[src/rtl/classifier_sched_pkg.sv]
// Shared types and constants for the classifier scheduler.
// Holds the FSM state enum, datapath widths and the saturating counter helper.
package classifier_sched_pkg;

   localparam int FEATURE_W = 16;
   localparam int DET_CNT_W = 16;

   typedef enum logic [2:0] {
      IDLE,
      STREAM,
      DRAIN,
      WAIT,
      REPORT
   } sched_state_t;

   function automatic logic [DET_CNT_W-1:0] sat_inc(input logic [DET_CNT_W-1:0] value);
      return (value == '1) ? value : value + 1'b1;
   endfunction

endpackage

[src/rtl/classifier_scheduler_rr_arbiter.sv]
// Combinational round-robin pick: first asserted request at or after the pointer.
module rr_arbiter
   import classifier_sched_pkg::*;
#(
   parameter int NUM_REQ = 4,
   parameter int ID_W    = $clog2(NUM_REQ)
) (
   input  logic [NUM_REQ-1:0] req_in,
   input  logic [ID_W-1:0]    ptr_in,
   output logic [ID_W-1:0]    grant_id_out,
   output logic               any_out
);

   function automatic logic [ID_W-1:0] wrap_idx(input int unsigned base, input int unsigned off);
      int unsigned sum;
      sum = (base + off) % NUM_REQ;
      return sum[ID_W-1:0];
   endfunction

   always_comb begin
      grant_id_out = '0;
      any_out      = 1'b0;
      for (int i = 0; i < NUM_REQ; i++) begin
         if (!any_out && req_in[wrap_idx(32'(ptr_in), i)]) begin
            any_out      = 1'b1;
            grant_id_out = wrap_idx(32'(ptr_in), i);
         end
      end
   end

endmodule

[src/rtl/classifier_scheduler.sv]
// Shares one SVM classifier between NUM_REQ feature streams with round-robin frame grants.
// Define CLASSIFIER_SCHED_STATS_EN to build per-requester saturating detection counters.
module classifier_scheduler
   import classifier_sched_pkg::*;
#(
   parameter int NUM_REQ        = 4,
   parameter int NUM_FEATURES   = 16,
   parameter int TIMEOUT_CYCLES = 4096
) (
   input  logic                                clk_in,
   input  logic                                rst_n_in,
   input  logic [NUM_REQ-1:0][FEATURE_W-1:0]   req_data_in,
   input  logic [NUM_REQ-1:0]                  req_valid_in,
   input  logic [NUM_REQ-1:0]                  req_last_in,
   output logic [NUM_REQ-1:0]                  req_ready_out,
   input  logic                                model_loading_in,
   output logic [FEATURE_W-1:0]                feature_data_out,
   output logic                                feature_valid_out,
   output logic                                feature_last_out,
   output logic                                predict_enable_out,
   input  logic                                result_valid_in,
   input  logic                                detected_in,
   output logic                                result_valid_out,
   output logic [$clog2(NUM_REQ)-1:0]          result_id_out,
   output logic                                detected_out,
   output logic                                timeout_out,
   output logic [NUM_REQ-1:0][DET_CNT_W-1:0]   det_count_out
);

   localparam int ID_W   = $clog2(NUM_REQ);
   localparam int BEAT_W = $clog2(NUM_FEATURES);
   localparam int TMO_W  = $clog2(TIMEOUT_CYCLES);
   localparam logic [BEAT_W-1:0] LAST_BEAT = BEAT_W'(NUM_FEATURES - 1);
   localparam logic [TMO_W-1:0]  TMO_LAST  = TMO_W'(TIMEOUT_CYCLES - 1);
   localparam logic [ID_W-1:0]   LAST_ID   = ID_W'(NUM_REQ - 1);

   sched_state_t      state_q, state_d;
   logic [ID_W-1:0]   id_q, id_d;
   logic [ID_W-1:0]   ptr_q, ptr_d;
   logic [BEAT_W-1:0] beat_q, beat_d;
   logic [TMO_W-1:0]  tmo_q, tmo_d;
   logic [ID_W-1:0]   res_id_q, res_id_d;
   logic              res_det_q, res_det_d;
   logic              res_tmo_q, res_tmo_d;

   logic [ID_W-1:0]   arb_id;
   logic              arb_any;
   logic              sel_valid;
   logic              sel_last;
   logic              fwd_last;

   rr_arbiter #(
      .NUM_REQ (NUM_REQ),
      .ID_W    (ID_W)
   ) u_arb (
      .req_in       (req_valid_in),
      .ptr_in       (ptr_q),
      .grant_id_out (arb_id),
      .any_out      (arb_any)
   );

   assign sel_valid = req_valid_in[id_q];
   assign sel_last  = req_last_in[id_q];
   assign fwd_last  = sel_last | (beat_q == LAST_BEAT);

   always_comb begin
      state_d            = state_q;
      id_d               = id_q;
      ptr_d              = ptr_q;
      beat_d             = beat_q;
      tmo_d              = '0;
      res_id_d           = res_id_q;
      res_det_d          = res_det_q;
      res_tmo_d          = res_tmo_q;
      req_ready_out      = '0;
      feature_data_out   = '0;
      feature_valid_out  = 1'b0;
      feature_last_out   = 1'b0;
      predict_enable_out = 1'b0;

      case (state_q)
         IDLE: begin
            if (!model_loading_in && arb_any) begin
               id_d    = arb_id;
               beat_d  = '0;
               ptr_d   = (arb_id == LAST_ID) ? '0 : arb_id + 1'b1;
               state_d = STREAM;
            end
         end
         STREAM: begin
            predict_enable_out  = 1'b1;
            req_ready_out[id_q] = 1'b1;
            feature_data_out    = req_data_in[id_q];
            feature_valid_out   = sel_valid;
            feature_last_out    = fwd_last;
            if (sel_valid) begin
               if (fwd_last) begin
                  // A forced last with more beats still coming must swallow the tail.
                  state_d = sel_last ? WAIT : DRAIN;
               end else begin
                  beat_d = beat_q + 1'b1;
               end
            end
         end
         DRAIN: begin
            req_ready_out[id_q] = 1'b1;
            if (sel_valid && sel_last) begin
               state_d = WAIT;
            end
         end
         WAIT: begin
            if (result_valid_in) begin
               res_id_d  = id_q;
               res_det_d = detected_in;
               res_tmo_d = 1'b0;
               state_d   = REPORT;
            end else if (tmo_q == TMO_LAST) begin
               res_id_d  = id_q;
               res_det_d = 1'b0;
               res_tmo_d = 1'b1;
               state_d   = REPORT;
            end else begin
               tmo_d = tmo_q + 1'b1;
            end
         end
         REPORT: begin
            state_d = IDLE;
         end
         default: begin
            state_d = IDLE;
         end
      endcase
   end

   always_ff @(posedge clk_in or negedge rst_n_in) begin
      if (!rst_n_in) begin
         state_q   <= IDLE;
         id_q      <= '0;
         ptr_q     <= '0;
         beat_q    <= '0;
         tmo_q     <= '0;
         res_id_q  <= '0;
         res_det_q <= 1'b0;
         res_tmo_q <= 1'b0;
      end else begin
         state_q   <= state_d;
         id_q      <= id_d;
         ptr_q     <= ptr_d;
         beat_q    <= beat_d;
         tmo_q     <= tmo_d;
         res_id_q  <= res_id_d;
         res_det_q <= res_det_d;
         res_tmo_q <= res_tmo_d;
      end
   end

   assign result_valid_out = (state_q == REPORT);
   assign result_id_out    = res_id_q;
   assign detected_out     = res_det_q;
   assign timeout_out      = res_tmo_q;

`ifdef CLASSIFIER_SCHED_STATS_EN
   logic [NUM_REQ-1:0][DET_CNT_W-1:0] det_cnt_q, det_cnt_d;

   // Counters move on the same edge that raises result_valid_out.
   always_comb begin
      det_cnt_d = det_cnt_q;
      if (state_q == WAIT && result_valid_in && detected_in) begin
         det_cnt_d[id_q] = sat_inc(det_cnt_q[id_q]);
      end
   end

   always_ff @(posedge clk_in or negedge rst_n_in) begin
      if (!rst_n_in) begin
         det_cnt_q <= '0;
      end else begin
         det_cnt_q <= det_cnt_d;
      end
   end

   assign det_count_out = det_cnt_q;
`else
   assign det_count_out = '0;
`endif

endmodule

[config.mk]
export PLATFORM = sky130hd
export DESIGN_NAME = classifier_scheduler
export DESIGN_NICKNAME = d
export VERILOG_FILES = /design/src/rtl/classifier_sched_pkg.sv /design/src/rtl/classifier_scheduler_rr_arbiter.sv /design/src/rtl/classifier_scheduler.sv
export SDC_FILE = /design/constraint.sdc
export NUM_CORES = 1
export LEC_CHECK = 0
export BUFFER_PORTS_ARGS = -buffer_cell sky130_fd_sc_hd__buf_4
export CAP_MARGIN = 20
export CORE_ASPECT_RATIO = 1.75
export CORE_MARGIN = 1.5
export CORE_UTILIZATION = 46
export DETAILED_ROUTE_END_ITERATION = 10
export PLACE_DENSITY = 0.95
export SYNTH_ARGS = -nofsm -noshare
export SYNTH_HDL_FRONTEND = slang
export SYNTH_SLANG_ARGS = --single-unit
[constraint.sdc]
create_clock -name clk_in -period 5.8 [get_ports clk_in]
set_input_delay 1.16 -clock clk_in [delete_from_list [all_inputs] [get_ports clk_in]]
set_output_delay 1.16 -clock clk_in [all_outputs]
set_load 0.01 [all_outputs]
Word-level counts from Yosys, hierarchy flattened
Index checks and enable logic that the tools add are counted.
- register bits: 27
- output and inout port bits: 92
- logic and storage cells: 103
- add/subtract/negate cells: 6
- order comparisons: 6
- equality and inequality tests: 13
- muxes and demuxes: 51
- bitwise gates (word level): 1
- reduce and logical (&&, ||, !) cells: 18
- operators by type and width (cell ; count):
    2-to-1 mux 12 bit ; 3
    binary-select mux 16 bit (select 2 bit) ; 1
    2-to-1 mux 16 bit ; 2
    2-to-1 mux 1 bit ; 19
    2-to-1 mux 3 bit ; 6
    2-to-1 mux 4 bit ; 4
    less-than comparator 2 x 3 -> 1 bit, second input constant ; 5
    2-to-1 mux 2 bit ; 7
    adder 12 x 1 -> 12 bit, second input constant ; 1
    binary-select mux 1 bit (select 2 bit) ; 6
    equality test 12 bit, second input constant ; 1
    case mux 3 bit (4 select lines) ; 1
    inequality test 2 bit, second input constant ; 5
    case mux 4 bit (2 select lines) ; 1
    equality test 3 x 2 -> 1 bit, second input constant ; 2
    logical AND 1 bit ; 6
    AND reduction 5 bit ; 1
    adder 2 x 1 -> 2 bit, second input constant ; 2
    adder 2 bit, second input constant ; 2
    adder 4 x 1 -> 4 bit, second input constant ; 1
    equality test 4 bit, second input constant ; 1
    zero test 1 bit ; 4
    AND reduction 2 bit ; 2
    AND reduction 4 bit ; 1
    other kinds (10) ; 11

Depth between registers and ports, before layout
Gate-level depths: netlist of the first run.
- depth in word-level cells: 15
- depth in mapped cells: 7
- gate-level depth less buffers: 7

Modules after synthesis
Synthesis of the first run repeated with hierarchy kept, for this count alone.
- cells, all modules: 258
- area total of the unflattened synthesis: 2472.4 µm²
- modules (own cells, without submodules) (module ; times used ; cells each ; area an instance (µm²) ; seq. area each (µm²)):
    classifier_scheduler ; 1 ; 243 ; 2394.8 ; 675.6
    rr_arbiter ; 1 ; 15 ; 77.6 ; 0.0

Worst setup path after synthesis of the first run
OpenSTA, ideal clock, no wires.
- path type: in2out
- start point: in req_last_in[3]
- end point: out feature_last_out
- arrival time: 1.988 ns
- data required time: 4.640 ns
- path slack: 2.652 ns
- stages on the path: 3
- cell sequence: mux4_2 > a31oi_4 > nor2_1
- cells in the longest elaborated chain, start to end: 4
- RTL lines (element ; RTL line ; RTL):
    start, declared ; classifier_scheduler.sv:14 ; input logic [NUM_REQ-1:0] req_last_in,
    binary-select mux 1 bit (select 2 bit) ; classifier_scheduler.sv:63 ; assign sel_last = req_last_in[id_q];
    2-to-1 mux 1 bit (implied by the code) ; classifier_scheduler.sv:63 ;
    OR 1 bit ; classifier_scheduler.sv:64 ; assign fwd_last = sel_last | (beat_q == LAST_BEAT);
    2-to-1 mux 1 bit ; classifier_scheduler.sv:81 ; case (state_q)
    end, declared ; classifier_scheduler.sv:19 ; output logic feature_last_out,
No other way between the ends. The select of a mux whose other input is x is not followed.

Worst setup path after layout of the first run
- start point: reg id_q[1]
- end point: out feature_valid_out
- cells in the longest elaborated chain, start to end: 3
- RTL lines (element ; RTL line ; RTL):
    start, declared ; classifier_scheduler.sv:38 ; logic [ID_W-1:0] id_q, id_d;
    start signal, assigned ; classifier_scheduler.sv:147 ; id_q <= id_d;
    binary-select mux 1 bit (select 2 bit) ; classifier_scheduler.sv:62 ; assign sel_valid = req_valid_in[id_q];
    2-to-1 mux 1 bit (implied by the code) ; classifier_scheduler.sv:62 ;
    2-to-1 mux 1 bit ; classifier_scheduler.sv:81 ;
    end, declared ; classifier_scheduler.sv:18 ; output logic feature_valid_out,
No other way between the ends. The select of a mux whose other input is x is not followed.

==> metrics.log, run 1 <==
INFO  metric min_delay_path_depth = 1
INFO  metric cts_tree = done
INFO  metric grt_pass1_vias = 1,975
INFO  metric power.ir.vdd_worst = 0.246 mV
INFO  metric critical_path_peak_fanout = 24
INFO  metric dpl-instance-area = 0.00302 mm^2
INFO  metric routed-wl-met2 = 3.36 mm
INFO  metric io_pins = 169
INFO  metric die_h = 99.7 um
INFO  metric power.leakage = 1.53 nW
INFO  metric floorplan.die_area = 0.00581 mm^2
INFO  metric fp.coreArea = 0.00521 mm^2
INFO  metric clkTransAtPathRegs = 80 ps
INFO  metric clkSinkCount = 27
INFO  metric holdBufCountCts = 0
INFO  metric max_slew_margin = 38.6%
INFO  metric worst_ep_required_time = 4640 ps
INFO  metric syn_inst = 258
INFO  metric drcViolationCount = 17
INFO  metric final_clock_period_utilization_by_the_worst_path = 59.1%
INFO  metric rr_worst_depth = 7
INFO  metric synth.avg_cell_area = 9.53 um^2
INFO  metric critPathCapture = feature_valid_out
INFO  metric ctsResizeCount = 0
INFO  metric synth-seq-area-share = 27.5%
INFO  metric syn_to_final_growth = 24.4%
INFO  metric final_net_count = 433
INFO  metric fp.dieW = 58.3 um
INFO  metric number_of_buffers_inserted_to_repair_setup_after_cts = 0
INFO  metric finalMaxSlewViolations = 0
INFO  metric num_rows = 35
INFO  metric rsz0062_at_grt = false
INFO  metric syn_area = 0.00246 mm^2
INFO  metric critical_path.endpoint_type = output pin
INFO  metric clk_root_buffer_cell = clkbuf_8
INFO  metric met1Wirelength = 2.17 mm
INFO  metric area_occupied_by_multi_input_gates = 0.00146 mm^2
INFO  metric routedWlPerCell = 15.3 um
INFO  metric finalWeightedCongestion = 0.930
INFO  metric total_via_count_after_detailed_routing = 2,134
INFO  metric antenna_cells_inserted = 0
INFO  metric totalNegativeSetupSlack = 0 ps
INFO  metric finalClockSkew = 6.97 ps
INFO  metric timing.final.hold_violations = 0
INFO  metric postLayoutCellArea = 0.00306 mm^2
INFO  metric synth_flop_cell = dfrtp_1
INFO  metric critical_path.n_buffers_inverters = 1
INFO  metric violations = DRC
INFO  metric power-per-cell-area = 349 mW/mm^2
INFO  metric topRoutingLayerUsed = met4
INFO  metric grt_overflow_total = 0
INFO  metric dpl.hpwl = 5.26 mm
INFO  metric setup_viol = 0
INFO  metric crit-reg2reg-launch = state_q[0]
INFO  metric number_of_maximum_capacitance_constraint_violations = 0
INFO  metric tritoncts.num_buffers = 3
INFO  metric maximum_number_of_pins_on_one_net_before_global_route_repair = 28
INFO  metric asyncSetResetFlopFracSynth = 100%
INFO  metric place.port_buffers = 104
INFO  metric seqCellArea = 676 um^2
INFO  metric distinct_cell_type_count_of_the_synthesized_netlist = 43
INFO  metric worst_r2r_end = beat_q[3]
INFO  metric dr_pass1_iterations = 8
INFO  metric reg2reg_setup_slack = 3450 ps
INFO  metric critical_path.cell_chain = mux4_2, and2_1, buf_4
INFO  metric run_status = complete, but fails checks
INFO  metric worstSetupPathDepth = 3
INFO  metric cp_top_family = flip-flops
INFO  metric worst-endpoint-arrival = 2270 ps
INFO  metric cts_htree_levels = 1
INFO  metric clock_insertion_delay_worst_skew = 270 ps
INFO  metric track_usage = 21.5%
INFO  metric final.fill_count = 451
INFO  metric yosys_register_bits = 27
INFO  metric slowest_stage_cell_crit_path = dfrtp_1
INFO  metric max_freq = 292 MHz
INFO  metric startpoint = id_q[1]
INFO  metric synth.yosys.warnings = 0
INFO  metric cpPeakStageDelay = 950 ps
INFO  metric max_slew.worst_pin.slew = 921 ps
INFO  metric grt_pass1_wl = 9.42 mm
INFO  metric detailed_routed_wire_length_on_met3 = 657 um
INFO  metric crit_path_start_kind = register
INFO  metric layout_min_cycle_time = 3430 ps
INFO  metric holdCritPathClass = register to register
INFO  metric wl = 6.26 mm
INFO  metric detail-route-antenna-nets = 0
INFO  metric final_layout_size_suffix_gt1_share = 37.1%
INFO  metric number_of_antenna_violations_at_the_first_check_in_global_routing = 0
INFO  metric synth-edff-count = 0
INFO  metric cts_max_path_buffers = 2
INFO  metric initialDrtViolationCount = 90
INFO  metric setup.worst_path.class = register to output pin
INFO  metric initial_core_utilization = 47.2%
INFO  metric via_to_cell_ratio = 5.23
-- power breakdown --
part	total (mW)	internal, mW	switching [mW]	leakage (nW)
combinational	0.669	0.356	0.313	1.14
clock	0.104	0.0491	0.0548	0.0228
sequential	0.295	0.227	0.0677	0.360
-- layout make-up --
type	count	share of cell area, %
inverters	7	0.859
clock buffers	4	1.47
repair buffers	105	25.8
flip-flops and latches	27	22.1
well taps	55	2.25
multi-input cells	210	47.6
-- worst min-delay path by stage --
stage                     to      from  slack (ps)
floorplan           tmo_q[0]  tmo_q[0]         460
global placement    tmo_q[0]  tmo_q[0]         480
detailed placement  tmo_q[0]  tmo_q[0]         480
CTS                 tmo_q[0]  tmo_q[0]         490
global route        tmo_q[0]  tmo_q[0]         530
finish              tmo_q[0]  tmo_q[0]         490
-- stage by stage --
stage | utilization, % | power, mW | hold WS [ps] | instances | setup slack [ps]
5_1_grt | 58.7 | 1.15 | 527 | 408 | 2200
3_3_place_gp | 57.9 | 0.954 | 476 | 404 | 2430
4_1_cts | 58.7 | 1.08 | 491 | 408 | 2310
6_report | 58.7 | 1.07 | 489 | 408 | 2370
2_1_floorplan | - | 0.755 | 455 | 321 | 2650
3_5_place_dp | 57.9 | 0.974 | 479 | 404 | 2400
-- cells in the mapped netlist, types with 4 or more instances --
cell | n | share of area [%]
a21oi_1 | 6 | 1.2
xor2_1 | 9 | 3.2
nand3_1 | 12 | 2.4
nand2_1 | 10 | 1.5
and2_1 | 18 | 4.6
o21ai_0 | 9 | 1.8
clkbuf_1 | 11 | 1.7
buf_4 | 64 | 20
inv_1 | 7 | 1.1
nor2_1 | 20 | 3.1
mux4_2 | 18 | 16
dfrtp_1 | 27 | 27
or3_1 | 4 | 1.0
-- kinds of logic after synthesis --
kind of cell	synth area share (%)
flops	27.5
other cells	0.152
xor+xnor	4.27
fa+ha+maj	1.42
mux	18.7
compound gates	7.07
simple gates	18.0
buf+inv	22.9
-- sequential cells by signal, summed over array words and instances, names as in the netlist, named ones only --
signal / cells
result_id_out: 2
state_q: 3
detected_out: 1
timeout_out: 1
beat_q: 4
id_q: 2
ptr_q: 1
tmo_q: 12
-- placed cells by master, fill, tap and decap left out, types with 2 or more instances in the layout --
master | Yosys | routed
a21oi_1 | 6 | 6
and2_1 | 18 | 18
and4_1 | 3 | 3
buf_4 | 64 | 105
clkbuf_8 | 0 | 3
conb_1 | 1 | 64
dfrtp_1 | 27 | 27
ha_1 | 2 | 2
inv_1 | 7 | 7
mux2_2 | 3 | 3
mux2i_1 | 2 | 2
mux4_2 | 18 | 18
nand2_1 | 10 | 10
nand3_1 | 12 | 12
nand3b_1 | 2 | 2
nor2_1 | 20 | 20
nor3_1 | 2 | 2
nor3b_1 | 3 | 3
o21ai_0 | 9 | 9
o22ai_1 | 2 | 2
or3_1 | 4 | 4
xnor2_1 | 3 | 3
xor2_1 | 9 | 9
-- layer usage --
metal | track usage, % | vias up
met4 | 5.01 | 0
met1 | 24.3 | 1016
met2 | 39.5 | 152
met5 | 0 | -
li1 | - | 956
met3 | 5.20 | 10
Power figures use the tool's default switching activity.
==> run 2: changes to the inputs <==
--- a/config.mk
+++ b/config.mk
@@ -9,9 +9,9 @@
 export CAP_MARGIN = 20
 export CORE_ASPECT_RATIO = 1.75
 export CORE_MARGIN = 1.5
-export CORE_UTILIZATION = 46
+export CORE_UTILIZATION = 38
 export DETAILED_ROUTE_END_ITERATION = 10
-export PLACE_DENSITY = 0.95
+export PLACE_DENSITY = 0.85
 export SYNTH_ARGS = -nofsm -noshare
 export SYNTH_HDL_FRONTEND = slang
 export SYNTH_SLANG_ARGS = --single-unit
==> constraint.sdc (replaced) <==
create_clock -name clk_in -period 3 [get_ports clk_in]
set_input_delay 0.6 -clock clk_in [delete_from_list [all_inputs] [get_ports clk_in]]
set_output_delay 0.6 -clock clk_in [all_outputs]
set_load 0.01 [all_outputs]
==> run 2 against run 1 <==
Effect of this change:
- the run now ends clean
- flip-flop and latch count is the same
- die area grew 20%
- utilization shrank 8.9 points
- largest power group unchanged
- design area grew 1.3%
- worst hold slack lost 260 ps
- critical path depth grew 2
- setup slack lost 2000 ps
- critical endpoint unchanged
- first-iteration DRC count shrank 47%
- critical path type unchanged
==> metrics.log, run 2 (synthesis gave the netlist of run 1 again) <==
INFO  metric layout_common_cells = 106 x buf_4, 64 x conb_1, 27 x dfrtp_1, 20 x nor2_1
INFO  metric antenna_cells_inserted = 0
INFO  metric number_of_antenna_violations_at_the_first_check_in_global_routing = 0
INFO  metric run_status = complete, no violations
INFO  metric number_of_buffers_inserted_to_repair_setup_after_cts = 0
INFO  metric layout.cells.non_filler = 434
INFO  metric die_h = 109 um
INFO  metric routedWlPerCell = 14.3 um
INFO  metric setup.worst_path.class = register to output pin
INFO  metric timing.final.hold_violations = 0
INFO  metric postLayoutCellArea = 0.00310 mm^2
INFO  metric max_ffs_per_register = 12
INFO  metric grt_pass1_wl = 9.74 mm
INFO  metric final_net_count = 434
INFO  metric rsz0062_at_grt = false
INFO  metric area_occupied_by_multi_input_gates = 0.00146 mm^2
INFO  metric total_power = 2.04 mW
INFO  metric worst-endpoint-arrival = 2040 ps
INFO  metric finalClockSkew = 8.68 ps
INFO  metric floorplan.die_area = 0.00698 mm^2
INFO  metric cts_max_path_buffers = 2
INFO  metric finalMaxSlewViolations = 0
INFO  metric place.port_buffers = 104
INFO  metric total_via_count_after_detailed_routing = 2,100
INFO  metric critical_path_peak_fanout = 20
INFO  metric num_rows = 38
INFO  metric cts_htree_levels = 1
INFO  metric initialDrtViolationCount = 48
INFO  metric dr_pass1_iterations = 4
INFO  metric maximum_number_of_pins_on_one_net_before_global_route_repair = 28
INFO  metric via_to_cell_ratio = 4.84
INFO  metric seqCellArea = 676 um^2
INFO  metric setup_viol = 0
INFO  metric grt_pass1_vias = 1,969
INFO  metric worst_ep_required_time = 2400 ps
INFO  metric max_freq = 379 MHz
INFO  metric fp.coreArea = 0.00623 mm^2
INFO  metric number_of_maximum_capacitance_constraint_violations = 0
INFO  metric final_clock_period_utilization_by_the_worst_path = 87.8%
INFO  metric clkSinkCount = 27
INFO  metric ctsResizeCount = 0
INFO  metric grt_overflow_total = 0
INFO  metric critical_path.endpoint_type = output pin
INFO  metric detail-route-antenna-nets = 0
INFO  metric track_usage = 18.1%
INFO  metric final.fill_count = 619
INFO  metric tritoncts.num_buffers = 3
INFO  metric max_flop_register = tmo_q
INFO  metric finalWeightedCongestion = 0.790
INFO  metric wl = 6.22 mm
INFO  metric dpl-instance-area = 0.00305 mm^2
INFO  metric crit_path_start_kind = register
INFO  metric power.leakage = 1.54 nW
INFO  metric holdCritPathClass = primary input to async pin
INFO  metric layout.cells.most_common = buf_4
INFO  metric clk_root_buffer_cell = clkbuf_8
INFO  metric syn_to_final_growth = 26.0%
INFO  metric clock_insertion_delay_worst_skew = 270 ps
INFO  metric drcViolationCount = 0
INFO  metric power.ir.vdd_worst = 0.415 mV
INFO  metric initial_core_utilization = 39.5%
INFO  metric fp.dieW = 63.8 um
INFO  metric dpl.cell_count = 430
INFO  metric final_layout_size_suffix_gt1_share = 37.6%
INFO  metric dpl.hpwl = 5.37 mm
INFO  metric io_pins = 169
INFO  metric holdBufCountCts = 0
INFO  metric cts_tree = done
INFO  metric layout_min_cycle_time = 2640 ps
INFO  metric registers_with_the_most_flip_flops = tmo_q: 12 flops, beat_q: 4 flops, state_q: 3 flops
INFO  metric power-per-cell-area = 657 mW/mm^2
INFO  metric totalNegativeSetupSlack = 0 ps
INFO  metric clkTransAtPathRegs = 90 ps
==> run 2: cell types whose count changed in the layout (fill, tap and decap cells not counted) <==
| cell | before | now |
|---|---|---|
| clkinv_2 | 0 | 1 |
| buf_4 | 105 | 106 |
| clkbuf_1 | 1 | 0 |
==> run 2: final timing paths <==
path,start,endpoint,slack [ps],depth (start not counted)
worst max-delay path,state_q[0],feature_valid_out,360,5
worst min-delay path,rst_n_in,result_id_out[1],230,1
worst max register to register,state_q[0],beat_q[3],720,7
worst min register to register,tmo_q[0],tmo_q[0],510,1
max in group asynchronous,rst_n_in,state_q[1],2510,1
min in group clk_in,tmo_q[0],tmo_q[0],510,1
==> run 2: through the flow <==
step,util [%],hold WS [ps],worst slack (ps)
after global placement,49.0,484,658
after detailed placement,49.0,491,635
after floorplan,-,304,726
after global routing,49.8,233,132
after CTS,49.8,237,326
final,49.8,232,365
==> run 2: where the power goes <==
group,switching [mW],internal (mW)
Combinational,0.602,0.690
Clock,0.106,0.0928
Sequential,0.104,0.441
Total,0.812,1.22
==> run 2: area by class of cell <==
class | count | area share, %
clock buffer | 3 | 1.33
clock inverter | 1 | 0.161
inverter | 7 | 0.847
multi-input combinational | 210 | 47.0
sequential | 27 | 21.8
tap | 80 | 3.23
timing repair buffer | 106 | 25.7
==> run 2: layer usage <==
| layer | vias up | share of wire [%] | routed length, um | track usage, % |
|---|---|---|---|---|
| met5 | - | 0 | 0 | 0 |
| met3 | 7 | 15 | 916 | 8.09 |
| li1 | 961 | - | - | - |
| met4 | 0 | 0.92 | 57 | 3.73 |
| met1 | 980 | 35 | 2160 | 19.9 |
| met2 | 152 | 50 | 3080 | 31.9 |
==> run 2: worst max-delay path: stages, from the launching register on <==
cell	delay (ps)
dfrtp_1	450
inv_1	130
or3_1	360
inv_1	370
and2_1	300
buf_4	160
